## config.mk

```make
export PLATFORM = sky130hd
export DESIGN_NAME = spi_rom_reader
export DESIGN_NICKNAME = d
export VERILOG_FILES = /design/src/rtl/spi_rom_reader.sv
export SDC_FILE = /design/constraint.sdc
export NUM_CORES = 1
export LEC_CHECK = 0
export CORE_UTILIZATION = 40
export CTS_BUF_LIST = sky130_fd_sc_hd__clkbuf_16
export DETAILED_ROUTE_END_ITERATION = 8
export SLEW_MARGIN = 15
export SYNTH_ARGS = -nofsm -noshare
export SYNTH_HDL_FRONTEND = slang
export SYNTH_SLANG_ARGS = --single-unit
```

## constraint.sdc

```tcl
create_clock -name clk -period 4.8 [get_ports clk]
set_clock_uncertainty 0.05 [all_clocks]
set_input_delay 1.44 -clock clk [delete_from_list [all_inputs] [get_ports clk]]
set_output_delay 1.44 -clock clk [all_outputs]
set_load 0.03 [all_outputs]
```

## src/rtl/spi_rom_reader.sv

```systemverilog
// SPI mode-3 master that streams `len` bytes from an SPI ROM slave starting at address 0
// and hands each byte to a single-entry valid/ready output register.
module spi_rom_reader #(
    parameter int CLKDIV = 2,
    parameter int LENW   = 8
) (
    input  logic            clk,
    input  logic            reset,
    input  logic            start,
    input  logic [LENW-1:0] len,
    output logic            busy,
    output logic            done,
    output logic [7:0]      dout,
    output logic            dout_valid,
    input  logic            dout_ready,
    output logic            ss,
    output logic            sclk,
    output logic            mosi,
    input  logic            miso
);
    localparam int CW = (CLKDIV > 1) ? $clog2(CLKDIV) : 1;
    localparam logic [CW-1:0] CNT_LAST = CW'(CLKDIV - 1);

    typedef enum logic [2:0] {
        ST_IDLE, ST_SETUP, ST_LOW, ST_HIGH, ST_HOLD, ST_END
    } state_t;

    state_t          state_q;
    logic [CW-1:0]   cnt_q;
    logic [3:0]      bitcnt_q;
    logic [LENW-1:0] rem_q;
    logic [LENW-1:0] rem_d;
    logic [7:0]      shift_q;
    logic [7:0]      dout_q;
    logic            busy_q;
    logic            done_q;
    logic            valid_q;
    logic            ss_q;
    logic            sclk_q;

    logic phase_end;
    logic byte_full;
    logic load_go;

    // A completed byte is loaded at the end of its HIGH phase or on any HOLD cycle,
    // as long as the output slot is free or being consumed in the same cycle.
    always_comb begin
        phase_end = (cnt_q == CNT_LAST);
        byte_full = (bitcnt_q == 4'd8);
        rem_d     = rem_q - LENW'(1);
        load_go   = ((state_q == ST_HIGH && phase_end && byte_full) || state_q == ST_HOLD)
                    && (!valid_q || dout_ready);
    end

    always_ff @(posedge clk) begin
        if (reset) begin
            state_q  <= ST_IDLE;
            cnt_q    <= '0;
            bitcnt_q <= '0;
            rem_q    <= '0;
            shift_q  <= '0;
            dout_q   <= '0;
            busy_q   <= 1'b0;
            done_q   <= 1'b0;
            valid_q  <= 1'b0;
            ss_q     <= 1'b1;
            sclk_q   <= 1'b1;
        end else begin
            done_q <= 1'b0;
            if (valid_q && dout_ready) begin
                valid_q <= 1'b0;
            end
            if (load_go) begin
                dout_q   <= shift_q;
                valid_q  <= 1'b1;
                rem_q    <= rem_d;
                bitcnt_q <= '0;
                cnt_q    <= '0;
                if (rem_d != '0) begin
                    sclk_q  <= 1'b0;
                    state_q <= ST_LOW;
                end else begin
                    ss_q    <= 1'b1;
                    state_q <= ST_END;
                end
            end else begin
                case (state_q)
                    ST_IDLE: begin
                        if (start && len != '0) begin
                            rem_q    <= len;
                            busy_q   <= 1'b1;
                            ss_q     <= 1'b0;
                            cnt_q    <= '0;
                            bitcnt_q <= '0;
                            state_q  <= ST_SETUP;
                        end
                    end
                    ST_SETUP: begin
                        if (phase_end) begin
                            cnt_q   <= '0;
                            sclk_q  <= 1'b0;
                            state_q <= ST_LOW;
                        end else begin
                            cnt_q <= cnt_q + CW'(1);
                        end
                    end
                    ST_LOW: begin
                        // Rising sclk edge: miso has been stable for a full half-period.
                        if (phase_end) begin
                            cnt_q    <= '0;
                            sclk_q   <= 1'b1;
                            shift_q  <= {shift_q[6:0], miso};
                            bitcnt_q <= bitcnt_q + 4'd1;
                            state_q  <= ST_HIGH;
                        end else begin
                            cnt_q <= cnt_q + CW'(1);
                        end
                    end
                    ST_HIGH: begin
                        if (phase_end) begin
                            cnt_q <= '0;
                            if (!byte_full) begin
                                sclk_q  <= 1'b0;
                                state_q <= ST_LOW;
                            end else begin
                                state_q <= ST_HOLD;
                            end
                        end else begin
                            cnt_q <= cnt_q + CW'(1);
                        end
                    end
                    ST_HOLD: begin
                        state_q <= ST_HOLD;
                    end
                    ST_END: begin
                        if (phase_end) begin
                            cnt_q   <= '0;
                            done_q  <= 1'b1;
                            busy_q  <= 1'b0;
                            state_q <= ST_IDLE;
                        end else begin
                            cnt_q <= cnt_q + CW'(1);
                        end
                    end
                    default: state_q <= ST_IDLE;
                endcase
            end
        end
    end

    assign busy       = busy_q;
    assign done       = done_q;
    assign dout       = dout_q;
    assign dout_valid = valid_q;
    assign ss         = ss_q;
    assign sclk       = sclk_q;
    assign mosi       = 1'b0;

endmodule

```

==> results_dict.tcl, run 1 <==
set metrics [dict create \
    synth_edf_count 0 \
    drt-total-wl_um 4200 \
    synth_area_um2 1750 \
    area_delta_synth_final_pct 22.4 \
    power_leakage_nw 0.754 \
    synthMuxAreaShare_pct 0 \
    syn_nets 228 \
    antenna_left 0 \
    cts_buffers 5 \
    status "complete, no violations" \
    start_util_pct 42.8 \
    cts_tree "done" \
    ys.flop_type "dfxtp_1" \
    synth-simple-area-share_pct 25.5 \
    synth_area_leaders "dfxtp_1 42%, nand2_1 9.2%, a21oi_1 8.0%" \
    cts.sinks 37 \
    fp.dieW_um 68.2 \
    hold_ws_ns 0.401 \
    diodes 0 \
    drive_gt1_share_pct 6.03 \
    drt-vias-per-instance 5.69 \
    cap_violations 0 \
    cts.htree.levels 2 \
    fin_cells 282 \
    cp_cell_sequence "clkdlybuf4s50_1 -> or4_1 -> o21a_1 -> a311oi_1 -> a31oi_1 -> a21oi_1" \
    yosysWarnings 0 \
    die_area_um2 4640 \
    synth_top_family_by_area "simple AND/OR/NAND/NOR gates" \
    tns_ns 0 \
    worst_pin_slew_ns 0.879 \
    ys_seq_area_share_pct 42.3 \
    grt_setup_unrepaired "false" \
    synth_cells 211 \
    vdd.ir_drop.worst_v 0.000213 \
    required_ns 4.96 \
    portBuffers 25 \
    antenna_found_initial 0 \
    critPathMaxFanout 10 \
    period_share_pct 66.1 \
    dpl.hpwl_um 2990 \
    clock_latency_ns 0.28 \
    period_needed_ns 3.17 \
    num_rows 23 \
    synthArstFlopShare_pct 0 \
    drcViolationCount 0 \
    synth_commonest_cells "43 x nand2_1, 37 x dfxtp_1, 28 x a21oi_1" \
    grt_pass1_wl_um 6850 \
    track_usage_pct 20.4 \
    critPathKind "in2reg" \
    synth_compound_area_share_pct 21.7 \
    syn_area_per_cell_um2 8.30 \
    nets 248 \
    cp.arrival_ns 3.34 \
    hold_buffers 0 \
    dr.pass1.iters 4 \
    use_met2_pct 37.1 \
    yosysMostFrequentCell "nand2_1" \
    cts_setup_buffers 0 \
    cts.repair.resized 0 \
    hold_viol 0 \
    io_pins 27 \
    gr-usage-met3_pct 5.00 \
    synthAdderAreaFrac_pct 2.86 \
    max_freq_ghz 0.315 \
    grt_pass1_vias 1596 \
    synth.distinct_cells 51 \
    vias 1605 \
    path_clk_slew_ns 0.06 \
    fill_cells 393 \
    die_h_um 68.2 \
    p_per_area_nw_per_um2 456 \
    start_kind "input pin" \
    grt_use_met1_pct 21.3 \
    root_buffer "clkbuf_16" \
    hp-class "reg2reg" \
    synthDominantCellAreaShare_pct 42.3 \
    setup_viol 0 \
    cpMaxStageDelayCell "or4_1" \
    routabilityCongestion 0.862 \
    endpoint_kind "register" \
    place_inst 274 \
    max_stage_delay_ns 0.57 \
    relSlewSlack_pct 41.2 \
    cts_max_path_buffers 2 \
    initialDrtViolationCount 54 \
    synth-seq-cells 37 \
    core_um2 4090 \
    grt.busiest_layer "met2" \
    finalMaxSlewViolations 0 \
    yosysTopAreaCell "dfxtp_1" \
    wire_per_inst_um 14.9 \
    synthXorXnorAreaFrac_pct 2.00 \
    grt_overflow 0 \
    grt_max_degree 25 \
]
-- cells by family after synthesis --
logic type	after synthesis
AO/OA/AOI/OAI	56
XOR/XNOR	4
adder cells (fa/ha/maj)	4
buffers and inverters	21
flip-flops	37
other	1
AND/OR/NAND/NOR	88
-- area by class of cell --
cell class | instances | area [um2] | share of cell area, %
inverter | 8 | 30.0 | 1.40
sequential | 37 | 741 | 34.6
clock inverter | 3 | 12.5 | 0.584
multi-input combinational | 153 | 915 | 42.7
timing repair buffer | 26 | 258 | 12.0
clock buffer | 5 | 125 | 5.84
tap | 50 | 62.6 | 2.92
-- state kept, by name, summed over array words and instances (netlist names) --
signal and count:
rem_q 8, state_q 3, dout 8, busy 1, bitcnt_q 4, dout_valid 1
shift_q 8, done 1, ss 1, sclk 1, cnt_q 1
-- worst max-delay path: cells and delay by family --
kind	cells	cell delay [ns]
compound gates	4	0.90
buf+inv	1	0.43
simple gates	1	0.57
-- where the power goes --
group	total [mW]	switching, mW	internal, mW
logic	0.279	0.165	0.115
clock network	0.307	0.120	0.188
registers	0.391	0.0502	0.341
-- stage by stage --
stage / instance area [um2] / power [mW] / util, % / worst slack (ns)
3_5_place_dp: 2010 / 0.673 / 49.1 / 1.36
6_report: 2140 / 0.978 / 52.4 / 1.63
2_1_floorplan: 1750 / 0.598 / - / 1.96
5_1_grt: 2140 / 1.03 / 52.4 / 1.47
3_3_place_gp: 2010 / 0.664 / 49.1 / 1.41
4_1_cts: 2140 / 0.983 / 52.4 / 1.65
-- metal layers --
metal	wire (um)	vias up
met2	2160	41
met5	0	-
met1	1760	768
met4	118	0
li1	-	786
met3	158	10
-- path summary, 6_finish.rpt --
| check | from | end | slack (ns) | cells past startpoint |
|---|---|---|---|---|
| max | len[4] | rem_q[2] | 1.63 | 6 |
| min | dout[3] | dout[3] | 0.40 | 2 |
| max reg2reg | state_q[0] | rem_q[6] | 2.45 | 5 |
| min reg2reg | dout[3] | dout[3] | 0.40 | 2 |
-- cells in the final DEF, fill, tap and decap left out, types with 2 or more instances in the layout --
cell,instances
nand2_1,43
dfxtp_1,37
a21oi_1,28
clkdlybuf4s50_1,25
nor2_1,9
inv_1,8
nor3_1,6
nand3_1,5
o21ai_0,5
clkbuf_16,5
or4_1,4
nor4_1,4
ha_1,4
nand2b_1,3
xor2_1,3
a31oi_1,3
a222oi_1,2
o211ai_1,2
clkinv_1,2
(Power assumes the default switching activity.)
==> run 2, diff against run 1 <==
clock period = 3.01 ns   (was 4.8 ns; I/O delays follow)
==> results_dict.tcl, run 2 (synthesis gave the netlist of run 1 again) <==
set metrics [dict create \
    worst_pin_slew_ns 0.635 \
    path_clk_slew_ns 0.06 \
    power_leakage_nw 0.789 \
    reg2reg_to "state_q[1]" \
    routabilityCongestion 0.854 \
    status "complete, no violations" \
    p_per_area_nw_per_um2 722 \
    wire_per_inst_um 15.0 \
    nets 255 \
    hold_buffers 0 \
    start_kind "input pin" \
    critPathCapture "rem_q[2]" \
    core_um2 4090 \
    mostFrequentLayoutCells "43 x nand2_1, 37 x dfxtp_1, 28 x a21oi_1" \
    grt.busiest_layer "met2" \
    cts_setup_buffers 0 \
    cpMaxStageDelayCell "or4_1" \
    antenna_found_initial 0 \
    cts.repair.resized 0 \
    root_buffer "clkbuf_16" \
    cts_buffers 5 \
    grt_max_degree 18 \
    fp.dieW_um 68.2 \
    relSlewSlack_pct 57.3 \
    critPathMaxFanout 10 \
    setup_viol 0 \
    grt_setup_unrepaired "false" \
    r2r_slack_ns 0.68 \
    cap_violations 0 \
    ff2ff_path_depth 7 \
    hp-class "reg2reg" \
    drt-vias-per-instance 5.61 \
    cts.htree.levels 2 \
    io_pins 27 \
    track_usage_pct 20.8 \
    area_delta_synth_final_pct 25.4 \
    vias 1620 \
    cp_cell_sequence "clkdlybuf4s50_1 -> or4_1 -> o21a_1 -> a311oi_1 -> a31oi_1 -> a21oi_1" \
    cts_tree "done" \
    reg2reg_from "rem_q[0]" \
    die_h_um 68.2 \
    fill_cells 397 \
    period_share_pct 85.5 \
    dr.pass1.iters 4 \
    max_stage_delay_ns 0.57 \
    diodes 0 \
    antenna_left 0 \
    cts_max_path_buffers 2 \
    cp_num_cells 6 \
    hold_viol 0 \
    seqCellArea_um2 741 \
    cts.sinks 37 \
    grt_overflow 0 \
    startpoint "len[5]" \
    start_util_pct 42.8 \
    hold_path_depth 2 \
    drcViolationCount 0 \
    clock_latency_ns 0.28 \
    portBuffers 25 \
    max_freq_ghz 0.389 \
    drt-total-wl_um 4350 \
    dpl.hpwl_um 3190 \
    gr-usage-met3_pct 5.00 \
    use_met2_pct 35.9 \
    endpoint_kind "register" \
    drive_gt1_share_pct 8.79 \
    num_rows 23 \
    crit_family "compound AO/OA/AOI/OAI gates" \
    grt_use_met1_pct 24.6 \
    grt_pass1_wl_um 7090 \
    die_area_um2 4640 \
    layout_commonest_cell "nand2_1" \
    final_util_pct 53.7 \
    path_buf_inv 1 \
    cp.arrival_ns 2.74 \
    critPathKind "in2reg" \
    grt_pass1_vias 1583 \
    vdd.ir_drop.worst_v 0.000382 \
    finalMaxSlewViolations 0 \
    period_needed_ns 2.57 \
    required_ns 3.17 \
    multi_input_area_um2 915 \
    tns_ns 0 \
    initialDrtViolationCount 130 \
]
==> run 2: worst min-delay path: cells and delay by family (launching register included) <==
kind	cells	cell delay [ns]
DFF	1	0.31
AOI/OAI and AO/OA	1	0.05
and+or+nand+nor	1	0.05
==> run 2: worst min path at each step <==
| stage | startpoint | end |
|---|---|---|
| final | dout[4] | dout[4] |
| after global routing | dout[7] | dout[7] |
| after CTS | dout[4] | dout[4] |
| after detailed placement | shift_q[7] | shift_q[7] |
| after global placement | dout[1] | dout[1] |
| after floorplan | shift_q[7] | dout[7] |
==> run 2: where the power goes <==
part	switching [mW]	total, mW	internal [mW]
logic	0.269	0.466	0.197
clock network	0.200	0.499	0.299
registers	0.0766	0.620	0.544
total	0.546	1.59	1.04
==> run 2: final cells by class <==
cell class                      instances  share of cell area (%)
Clock inverter                          3                   0.570
Timing Repair Buffer                   33                    14.1
Tap cell                               50                    2.85
Inverter                                8                    1.37
Sequential cell                        37                    33.7
Multi-Input combinational cell        153                    41.7
Clock buffer                            5                    5.70
==> run 2: metal layers <==
metal | part of all wire (%) | up-vias
met5 | 0 | -
met4 | 1.3 | 0
met3 | 5.1 | 7
met2 | 50 | 51
met1 | 44 | 758
li1 | - | 804
==> run 2: per-stage QoR <==
stage | total power, mW | hold slack (ns) | setup slack, ns | cell area (um2) | cells
floorplan | 0.954 | 0.382 | 0.705 | 1750 | 211
detailed placement | 1.09 | 0.401 | 0.168 | 2060 | 281
global route | 1.67 | 0.428 | 0.347 | 2200 | 289
global placement | 1.07 | 0.395 | 0.215 | 2060 | 281
CTS | 1.59 | 0.410 | 0.457 | 2200 | 289
finish | 1.59 | 0.410 | 0.436 | 2200 | 289
==> run 3, diff against run 2 <==
CORE_UTILIZATION = 25   (was 40)
==> results_dict.tcl, run 3 (synthesis gave the netlist of run 1 again) <==
set metrics [dict create \
    status "complete, no violations" \
    hold_viol 0 \
    core_um2 6790 \
    drive_gt1_share_pct 8.09 \
    max_stage_delay_ns 0.58 \
    ff2ff_path_depth 7 \
    p_per_area_nw_per_um2 700 \
    antenna_left 0 \
    fp.dieW_um 85.7 \
    vias 1605 \
    place_inst 325 \
    cap_violations 0 \
    relSlewSlack_pct 62.9 \
    track_usage_pct 12.0 \
    cp.arrival_ns 2.75 \
    die_area_um2 7340 \
    tns_ns 0 \
    cts.sinks 37 \
    path_clk_slew_ns 0.05 \
    grt_setup_unrepaired "false" \
    io_pins 27 \
    cts_buffers 5 \
    finalMaxSlewViolations 0 \
    hold_ws_ns 0.404 \
    hold_start "dout[7]" \
    area_delta_synth_final_pct 27.4 \
    grt_overflow 0 \
    cts_setup_buffers 0 \
    portBuffers 25 \
    period_share_pct 86.2 \
    cts.repair.resized 0 \
    power_leakage_nw 0.775 \
    critPathMaxFanout 10 \
    drt-vias-per-instance 4.85 \
    grt_max_degree 31 \
    min_to "dout[7]" \
    endpoint_kind "register" \
    dr.pass1.iters 4 \
    period_needed_ns 2.59 \
    hold_path_depth 2 \
    start_kind "input pin" \
    max_freq_ghz 0.385 \
    cpMaxStageDelayCell "or4_1" \
    start_util_pct 25.8 \
    drt-total-wl_um 4150 \
    dp_slack_ns 0.139 \
    mostFrequentLayoutCells "43 x nand2_1, 37 x dfxtp_1, 28 x a21oi_1" \
    worst_pin_slew_ns 0.552 \
    startpoint "len[5]" \
    routabilityCongestion 0.839 \
    setup_viol 0 \
    reg2reg_from "rem_q[0]" \
    cts_max_path_buffers 2 \
    hold_buffers 0 \
    hp-class "reg2reg" \
    required_ns 3.17 \
    wire_per_inst_um 12.5 \
    nets 253 \
    cts_tree "done" \
    cp_cell_sequence "clkdlybuf4s50_1 -> or4_1 -> o21a_1 -> a311oi_1 -> a31oi_1 -> a21oi_1" \
    root_buffer "clkbuf_16" \
    fin_cells 331 \
    antenna_found_initial 0 \
    finalWorstSetupSlack_ns 0.415 \
    num_rows 30 \
    vdd.ir_drop.worst_v 0.000222 \
    drcViolationCount 0 \
    diodes 0 \
    reg2reg_to "state_q[1]" \
    fill_cells 714 \
    initialDrtViolationCount 55 \
    critPathKind "in2reg" \
    grt_pass1_wl_um 6980 \
    finalPower_mw 1.56 \
    cts.htree.levels 2 \
    layout_commonest_cell "nand2_1" \
    clock_latency_ns 0.27 \
    dpl.hpwl_um 2960 \
    die_h_um 85.7 \
    grt_pass1_vias 1484 \
    r2r_slack_ns 0.73 \
]
[run 3: changes by cell type in the layout (fill, tap and decap cells not counted), sizes merged]
cell    change
clkinv      -2
buf         -2
[run 3: cell type report]
| type | instances | area (um2) | share of cell area, % |
|---|---|---|---|
| multi-input cells | 153 | 915 | 41.0 |
| flip-flops and latches | 37 | 741 | 33.2 |
| repair buffers | 31 | 295 | 13.2 |
| clock buffers | 5 | 125 | 5.61 |
| well taps | 96 | 120 | 5.38 |
| inverters | 8 | 30.0 | 1.35 |
| clock inverters | 1 | 5.00 | 0.224 |
[run 3: stage by stage]
stage / instance area (um2) / utilization, %
detailed placement: 2100 / 30.9
global route: 2230 / 32.8
CTS: 2230 / 32.8
finish: 2230 / 32.8
floorplan: 1750 / -
global placement: 2100 / 30.9
[run 3: worst max-delay path, delay by kind of cell]
kind	cells	cell delay [ns]
buf+inv	1	0.44
compound gates	4	0.83
simple gates	1	0.58
[run 3: worst max path at each step]
stage / cells past startpoint / slack, ns / endpoint
floorplan: 6 / 0.70 / rem_q[2]
global placement: 6 / 0.21 / rem_q[2]
detailed placement: 6 / 0.14 / rem_q[2]
CTS: 6 / 0.42 / rem_q[2]
global route: 6 / 0.34 / rem_q[0]
finish: 6 / 0.42 / rem_q[2]
[run 3: layer usage]
layer  vias up  GRT usage (%)  wire (um)
li1        791              -          -
met2        41           18.5       1920
met3         9           2.98        158
met1       764           15.9       1980
met5         -              0          0
met4         0           5.45         91
[run 3: power by group]
part | switching (mW) | internal [mW]
registers | 0.0792 | 0.544
logic | 0.262 | 0.196
clock network | 0.186 | 0.295
